`config.mk`:
```
export PLATFORM = sky130hd
export DESIGN_NAME = alu_arbiter
export DESIGN_NICKNAME = d
export VERILOG_FILES = /design/src/rtl/alu_arbiter.sv
export SDC_FILE = /design/constraint.sdc
export NUM_CORES = 1
export LEC_CHECK = 0
export ABC_AREA = 1
export CAP_MARGIN = 20
export CORE_ASPECT_RATIO = 0.7
export CORE_MARGIN = 2
export CORE_UTILIZATION = 42
export CTS_CLUSTER_DIAMETER = 40
export CTS_CLUSTER_SIZE = 16
export DETAILED_ROUTE_END_ITERATION = 8
export PLACE_DENSITY = 0.85
export SLEW_MARGIN = 10
export SYNTH_ARGS = -nofsm -noshare
export SYNTH_HDL_FRONTEND = slang
export SYNTH_SLANG_ARGS = --single-unit
```
`constraint.sdc`:
```
create_clock -name clk_i -period 2.85 [get_ports clk_i]
set_input_delay 0.57 -clock clk_i [delete_from_list [all_inputs] [get_ports clk_i]]
set_output_delay 0.57 -clock clk_i [all_outputs]
set_load 0.02 [all_outputs]
```
`src/rtl/alu_arbiter.sv`:
```
// alu_arbiter: shares one ALU among NUM_REQ requesters, returns results in issue order.
// Define ALU_ARBITER_ROUND_ROBIN_EN for round-robin; otherwise fixed priority.
package alu;
  localparam int DATA_WIDTH = 16;

  typedef enum logic [2:0] {
    ALU_NOP = 3'd0,
    ALU_ADD = 3'd1,
    ALU_SUB = 3'd2,
    ALU_AND = 3'd3,
    ALU_OR  = 3'd4,
    ALU_XOR = 3'd5,
    ALU_SLL = 3'd6,
    ALU_SRL = 3'd7
  } alu_cmd_t;

  typedef struct packed {
    alu_cmd_t              cmd;
    logic [DATA_WIDTH-1:0] a;
    logic [DATA_WIDTH-1:0] b;
  } alu_task_t;
endpackage

module alu_arbiter
  import alu::*;
#(
  parameter int NUM_REQ   = 4,
  parameter int MAX_OUTST = 4
) (
  input  logic                               clk_i,
  input  logic                               rst_i,
  input  logic [NUM_REQ-1:0]                 req_valid_i,
  input  alu_task_t [NUM_REQ-1:0]            req_task_i,
  output logic [NUM_REQ-1:0]                 req_ready_o,
  output logic                               alu_valid_o,
  output alu_task_t                          alu_task_o,
  input  logic                               alu_ready_i,
  input  logic                               alu_res_valid_i,
  input  logic [DATA_WIDTH-1:0]              alu_res_i,
  output logic [NUM_REQ-1:0]                 rsp_valid_o,
  output logic [DATA_WIDTH-1:0]              rsp_data_o,
  output logic [$clog2(MAX_OUTST+1)-1:0]     outst_cnt_o,
  output logic                               err_o
);

  localparam int IW = $clog2(NUM_REQ);
  localparam int CW = $clog2(MAX_OUTST + 1);
  localparam int PW = (MAX_OUTST > 1) ? $clog2(MAX_OUTST) : 1;

  typedef enum logic {
    EMPTY = 1'b0,
    HOLD  = 1'b1
  } slot_state_t;

  slot_state_t      state;
  logic [IW-1:0]    win;
  logic [NUM_REQ-1:0] grant;
  logic             found;
  logic             slot_free;
  logic             can_accept;
  logic             accept;
  logic             pop;

  logic [IW-1:0]    tag_q [MAX_OUTST];
  logic [PW-1:0]    wr_ptr;
  logic [PW-1:0]    rd_ptr;
  logic [CW-1:0]    cnt;

  function automatic logic [PW-1:0] ptr_inc(input logic [PW-1:0] p);
    return (p == PW'(MAX_OUTST - 1)) ? '0 : p + 1'b1;
  endfunction

`ifdef ALU_ARBITER_ROUND_ROBIN_EN
  logic [IW-1:0] rr_ptr;

  function automatic int rr_idx(input logic [IW-1:0] p, input int k);
    return (int'(p) + k) % NUM_REQ;
  endfunction

  always_comb begin
    grant = '0;
    win   = '0;
    found = 1'b0;
    for (int k = 0; k < NUM_REQ; k++) begin
      if (!found && req_valid_i[rr_idx(rr_ptr, k)]) begin
        found = 1'b1;
        win   = IW'(rr_idx(rr_ptr, k));
        grant[rr_idx(rr_ptr, k)] = 1'b1;
      end
    end
  end

  always_ff @(posedge clk_i or posedge rst_i) begin
    if (rst_i) begin
      rr_ptr <= '0;
    end else if (accept) begin
      rr_ptr <= (win == IW'(NUM_REQ - 1)) ? '0 : win + 1'b1;
    end
  end
`else
  always_comb begin
    grant = '0;
    win   = '0;
    found = 1'b0;
    for (int k = 0; k < NUM_REQ; k++) begin
      if (!found && req_valid_i[k]) begin
        found    = 1'b1;
        win      = IW'(k);
        grant[k] = 1'b1;
      end
    end
  end
`endif

  // Full count blocks accept even if a result pops this cycle.
  assign slot_free   = (state == EMPTY) || alu_ready_i;
  assign can_accept  = slot_free && (cnt < CW'(MAX_OUTST));
  assign req_ready_o = can_accept ? grant : '0;
  assign accept      = |req_ready_o;
  assign pop         = alu_res_valid_i && (cnt != '0);
  assign outst_cnt_o = cnt;

  always_ff @(posedge clk_i or posedge rst_i) begin
    if (rst_i) begin
      state       <= EMPTY;
      alu_valid_o <= 1'b0;
      alu_task_o  <= '0;
    end else begin
      unique case (state)
        EMPTY: begin
          if (accept) begin
            state       <= HOLD;
            alu_valid_o <= 1'b1;
            alu_task_o  <= req_task_i[win];
          end
        end
        HOLD: begin
          if (accept) begin
            alu_task_o  <= req_task_i[win];
          end else if (alu_ready_i) begin
            state       <= EMPTY;
            alu_valid_o <= 1'b0;
          end
        end
        default: begin
          state       <= EMPTY;
          alu_valid_o <= 1'b0;
        end
      endcase
    end
  end

  always_ff @(posedge clk_i) begin
    if (accept) begin
      tag_q[wr_ptr] <= win;
    end
  end

  always_ff @(posedge clk_i or posedge rst_i) begin
    if (rst_i) begin
      wr_ptr <= '0;
      rd_ptr <= '0;
      cnt    <= '0;
    end else begin
      if (accept) wr_ptr <= ptr_inc(wr_ptr);
      if (pop)    rd_ptr <= ptr_inc(rd_ptr);
      unique case ({accept, pop})
        2'b10:   cnt <= cnt + 1'b1;
        2'b01:   cnt <= cnt - 1'b1;
        default: cnt <= cnt;
      endcase
    end
  end

  always_ff @(posedge clk_i or posedge rst_i) begin
    if (rst_i) begin
      rsp_valid_o <= '0;
      rsp_data_o  <= '0;
      err_o       <= 1'b0;
    end else begin
      rsp_valid_o <= '0;
      if (pop) begin
        rsp_valid_o <= NUM_REQ'(1) << tag_q[rd_ptr];
        rsp_data_o  <= alu_res_i;
      end
      if (alu_res_valid_i && (cnt == '0)) begin
        err_o <= 1'b1;
      end
    end
  end

endmodule

```
[After elaboration in Yosys (flattened, before gate mapping)]
Memories as Yosys holds them, arrays and structs flattened.
Index checks and enable logic that the tools add are counted.
Word-level totals
  flip-flop bits (word level): 65
  bits in writable memories: 8
  input bits: 164
  output and inout port bits: 64
  memories: 1
Memory list
  tag_q: depth 4, bits a word 2, read ports 1, clocked after Yosys merged registers in 0, write ports 1, RTL line 64  | logic [IW-1:0] tag_q [MAX_OUTST];
Cells by class
  add/sub/neg operators: 4
  $lt $le $gt $ge: 2
  equal/unequal tests: 7
  shift-type cells: 1
  mux-type cells: 26
  bitwise operators: 1
  reduce and logical (&&, ||, !) cells: 15
Operator list (count)
  $bmux W35 S2: 1
  $mux W35: 2
  $mux W1: 14
  $mux W2: 4
  $mux W4: 2
  $eq A2 B2 Y1 const B: 3
  $logic_and A1 B1 Y1: 6
  $ne A2 B2 Y1 const B: 3
  $pmux W3 S2: 1
  $add A2 B1 Y2 const B: 2
  $pmux W1 S2: 2
  $reduce_or A4 Y1: 1
  $shl A1 B2 Y4 const A: 1
  $add A3 B1 Y3 const B: 1
  $logic_not A1 Y1: 3
  $logic_not A3 Y1: 1
  $lt A2 B3 Y1 const B: 1
  $lt A3 B3 Y1 const B: 1
  $reduce_and A3 Y1: 1
  $reduce_bool A3 Y1: 1
  $sub A3 B1 Y3 const B: 1
  $eq A2 B1 Y1 const B: 1
  $reduce_bool A2 Y1: 1
  $logic_or A1 B1 Y1: 1
  $not A1 Y1: 1

[Longest topological paths before layout]
Gate-level depths: netlist of the first run.
  depth in word-level cells: 14
  gate-level depth with buffers: 11

[Least setup slack after synthesis of the first run]
No wires, ideal clock.
  path type: input -> register
  start: input req_valid_i[2]
  end: register cnt[2], in the netlist outst_cnt_o[2]
  setup time: 0.131 ns
  arrival time: 2.109 ns
  setup slack: 0.610 ns
  stages on the path: 10
  path buffers: 1
  cell sequence: o21ai_4 -> nand2_1 -> nand2_2 -> buf_2 -> ha_1 -> inv_1 -> fa_1 -> a21oi_1 -> o21ai_0 -> xor2_1
On the way
  word-level cells in the longest chain between the ends: 9
Ends and longest elaborated chain
  start, declared: RTL line 32  | input logic [NUM_REQ-1:0] req_valid_i,
  $logic_and A1 B1 Y1 *: RTL line 106  | if (!found && req_valid_i[k]) begin
  $mux W1: RTL line 106
  $logic_not A1 Y1: RTL line 106
  $logic_and A1 B1 Y1: RTL line 106
  $mux W1: RTL line 106
  $mux W4 *: RTL line 118  | assign req_ready_o = can_accept ? grant : '0;
  $reduce_or A4 Y1 *: RTL line 119  | assign accept = |req_ready_o;
  $eq A2 B1 Y1 or $eq A2 B2 Y1 (tied branches): RTL line 167  | unique case ({accept, pop})
  $pmux W3 S2 or $reduce_bool A2 Y1 (tied branches)
  end signal, assigned: RTL line 168  | 2'b10: cnt <= cnt + 1'b1;
  end signal, assigned: RTL line 169  | 2'b01: cnt <= cnt - 1'b1;
  end signal, assigned: RTL line 170  | default: cnt <= cnt;
  end, declared: RTL line 67  | logic [CW-1:0] cnt;
Every way passes the cells marked *; elsewhere a longest branch is shown, timed or not.
A chain may end at the register's enable or synchronous reset.

[Worst setup path in the final report of the first run]
  start: input req_valid_i[1]
  end: output req_ready_o[3]
On the way
  word-level cells in the longest chain between the ends: 9
Ends and longest elaborated chain
  $logic_and A1 B1 Y1 *: RTL line 106
  $mux W1 *: RTL line 106
  $logic_not A1 Y1: RTL line 106
  $logic_and A1 B1 Y1: RTL line 106
  $mux W1 *: RTL line 106
  $logic_not A1 Y1 *: RTL line 106
  $logic_and A1 B1 Y1 *: RTL line 106
  $mux W1 *: RTL line 106
  $mux W4 *: RTL line 118
  end, declared: RTL line 34  | output logic [NUM_REQ-1:0] req_ready_o,
Marked as above.

==> results.yml, run 1 <==
floorplan:
  die_y_um: 92.6
  rows: 32
  fp.coreArea_sq_um: 11000
  start_util_pct: 42.9
  dieArea_sq_um: 12100
  ios: 228
  die-width_um: 131
grt:
  grt.overflow.total: 0
  grt.total_usage_pct: 25.7
  grt_pass1_vias: 4956
  use_met1_pct: 33.3
  grt_max_degree: 40
  use_met3_pct: 7.05
  antenna_found_initial: 0
  grt.busiest_layer: "met2"
  grt_pass1_wl_um: 24200
  grt_use_met2_pct: 41.7
setup_path:
  critPathLaunch: "req_valid_i[1]"
  crit_arrival_ns: 2.12
  crit_fanout: 4
  cp-end-kind: "primary output"
  crit_required_ns: 2.28
  start_kind: "primary input"
  ff2ff_path_depth: 10
  r2r_start: "outst_cnt_o[1]"
  critical_path_class: "primary input to primary output"
clock_tree:
  cts_buffer_depth: 2
  hold_buffers: 0
  cts_setup_buffers: 0
  h-tree-depth: 3
  cts_tree: "done"
  cts_resized: 0
  clkSinkCount: 73
  cts-root-buf: "clkbuf_16"
  path_clk_slew_ns: 0.06
  clk_latency_ns: 0.34
  cts_buffers: 9
yosys:
  ys_ff_latch: 73
  netlist_area_sq_um: 4710
  synth.distinct_cells: 23
  synth.net_count: 908
  async_reset_ff_share_pct: 89.0
  avgSynthCellArea_sq_um: 6.39
  synth_edf_count: 8
  syn-instance-count: 737
  ys_seq_area_share_pct: 39.6
  synthFlopType: "dfrtp_1"
  yosys_warnings: 0
power:
  p_sw_mw: 2.26
  swShare_pct: 40.3
  p_per_area_nw_per_um2: 759
  p_int_mw: 3.36
  power.leakage_nw: 3.98
  peakVddDrop_v: 0.000357
  power_frac_comb_pct: 49.4
  power.total_mw: 5.62
  power.share.clock_pct: 19.4
  seqPwrFrac_pct: 31.2
placement:
  dp.cells: 1099
  dp_hpwl_um: 10800
  post_dp_cell_area_sq_um: 7130
  io_buffers: 227
  finalWeightedCongestion: 0.867
  pre_cts_slack_ns: 0.161
min_path:
  hp-start: "alu_task_o[6]"
  hp-class: "register to register"
  min_path_cells: 2
timing:
  hold_viol: 0
  worstMarginPinSlew_ns: 0.739
  period_needed_ns: 2.69
  setup_viol: 0
  relSlewSlack_pct: 50.7
  drv_slew: 0
  fin_crit_sh_pct: 94.4
  max_freq_ghz: 0.372
  setup_tns_ns: 0
  final.setup_skew_ns: 0.0107
  worst_slack_ns: 0.159
  rsz0062_at_grt: "no"
outcome:
  outcome: "completed"
finish:
  antennaDiodeCount: 0
  drive_gt1_share_pct: 4.26
  layout_common_cells: "nand2_1 (310), clkdlybuf4s50_1 (227), inv_1 (161), nand3_1 (78), dfrtp_1 (65)"
  fin_nets: 1128
  finalNonFillerCells: 1115
  final_common_cell: "nand2_1"
  postLayoutCellArea_sq_um: 7410
  synthToLayoutAreaGrowth_pct: 57.3
routing:
  drt-pass1-iter-count: 4
  first_iter_violations: 269
  num_vias: 5081
  wire_per_inst_um: 13.2
  drt-total-wl_um: 14700
  vias_per_cell: 4.56
  ant_nets: 0
  drc_errors: 0
run:
  max_cap_violations: 0
area by class of cell:
cell class	instances	area (sq um)
fillers	965	3560
well taps	153	191
inverters	164	616
clock buffers	9	225
flip-flops and latches	73	1870
clock inverters	7	60.1
multi-input cells	466	2020
repair buffers	243	2430
worst paths after layout:
path | slack [ns] | to
setup reg to reg | 0.98 | outst_cnt_o[2]
hold reg to reg | 0.48 | alu_task_o[6]
setup / recovery | 0.16 | req_ready_o[3]
hold / removal | 0.48 | alu_task_o[6]
min in group asynchronous | 0.60 | alu_task_o[33]
max in group asynchronous | 1.55 | alu_task_o[3]
cell usage after synthesis (2+ instances only):
cell	instances	area [sq um]
dfrtp_1	65	1630
edfxtp_1	8	240
ha_1	6	75.1
nand3_1	78	390
o21ai_0	43	215
clkbuf_1	7	26.3
nand2_1	311	1170
inv_2	2	7.51
nor2_1	17	63.8
buf_6	6	67.6
buf_4	4	30.0
buf_2	17	85.1
nand2_2	2	12.5
inv_1	162	608
logic make-up (layout without fill, tap and decap cells):
family,count (synthesis),after routing,synth area share (%)
AND/OR/NAND/NOR,411,411,35.3
buffers and inverters,198,423,17.5
flip-flops,73,73,39.6
AO/OA/AOI/OAI,46,46,5.18
adder cells (fa/ha/maj),7,7,2.02
XOR/XNOR,2,2,0.372
routing by layer:
metal	up-vias	part of all wire, %
met5	-	0
met4	0	2.5
met3	26	8.2
met2	199	46
met1	2254	44
li1	2602	-
power groups by stage:
stage                     logic [mW]  registers [mW]  clock network, mW
after CTS                       2.81            1.75               1.11
after global placement          2.75            1.74                  0
after detailed placement        2.80            1.75                  0
after global routing            3.06            1.81               1.16
after floorplan                 1.04            2.19                  0
final                           2.78            1.75               1.09
registers in the layout, summed over array words and instances (netlist names):
register,flops
rsp_valid_o,4
state,1
tag_q,8
rd_ptr,2
alu_task_o,35
wr_ptr,2
err_o,1
outst_cnt_o,3
alu_valid_o,1
rsp_data_o,16
worst max-delay path, cell delays in order:
cell and delay, ns:
clkdlybuf4s50_1 0.48, nor2_4 0.20, nand2_2 0.12, nor2_1 0.13
clkdlybuf4s50_1 0.62
stage by stage:
| stage | hold WS (ns) | utilization [%] |
|---|---|---|
| after floorplan | 0.541 | - |
| after global placement | 0.462 | 65.0 |
| after detailed placement | 0.465 | 65.0 |
| after CTS | 0.481 | 67.6 |
| after global routing | 0.500 | 67.6 |
| final | 0.478 | 67.6 |
(Power assumes the default switching activity.)
==> inputs of run 2 (changes only) <==
--- a/config.mk
+++ b/config.mk
@@ -14,7 +14,7 @@
 export CTS_CLUSTER_SIZE = 16
 export DETAILED_ROUTE_END_ITERATION = 8
 export PLACE_DENSITY = 0.85
-export SLEW_MARGIN = 10
+export SLEW_MARGIN = 20
 export SYNTH_ARGS = -nofsm -noshare
 export SYNTH_HDL_FRONTEND = slang
 export SYNTH_SLANG_ARGS = --single-unit
==> results of run 2 <==
The final DEF is identical to that of run 1; final timing and power are the same.
==> inputs of run 3 (changes only) <==
--- a/config.mk
+++ b/config.mk
@@ -14,6 +14,7 @@
 export CTS_CLUSTER_SIZE = 16
 export DETAILED_ROUTE_END_ITERATION = 8
 export PLACE_DENSITY = 0.85
+export SKIP_LAST_GASP = 1
 export SLEW_MARGIN = 20
 export SYNTH_ARGS = -nofsm -noshare
 export SYNTH_HDL_FRONTEND = slang
==> results of run 3 <==
The final DEF is identical to that of run 1; final timing and power are the same.
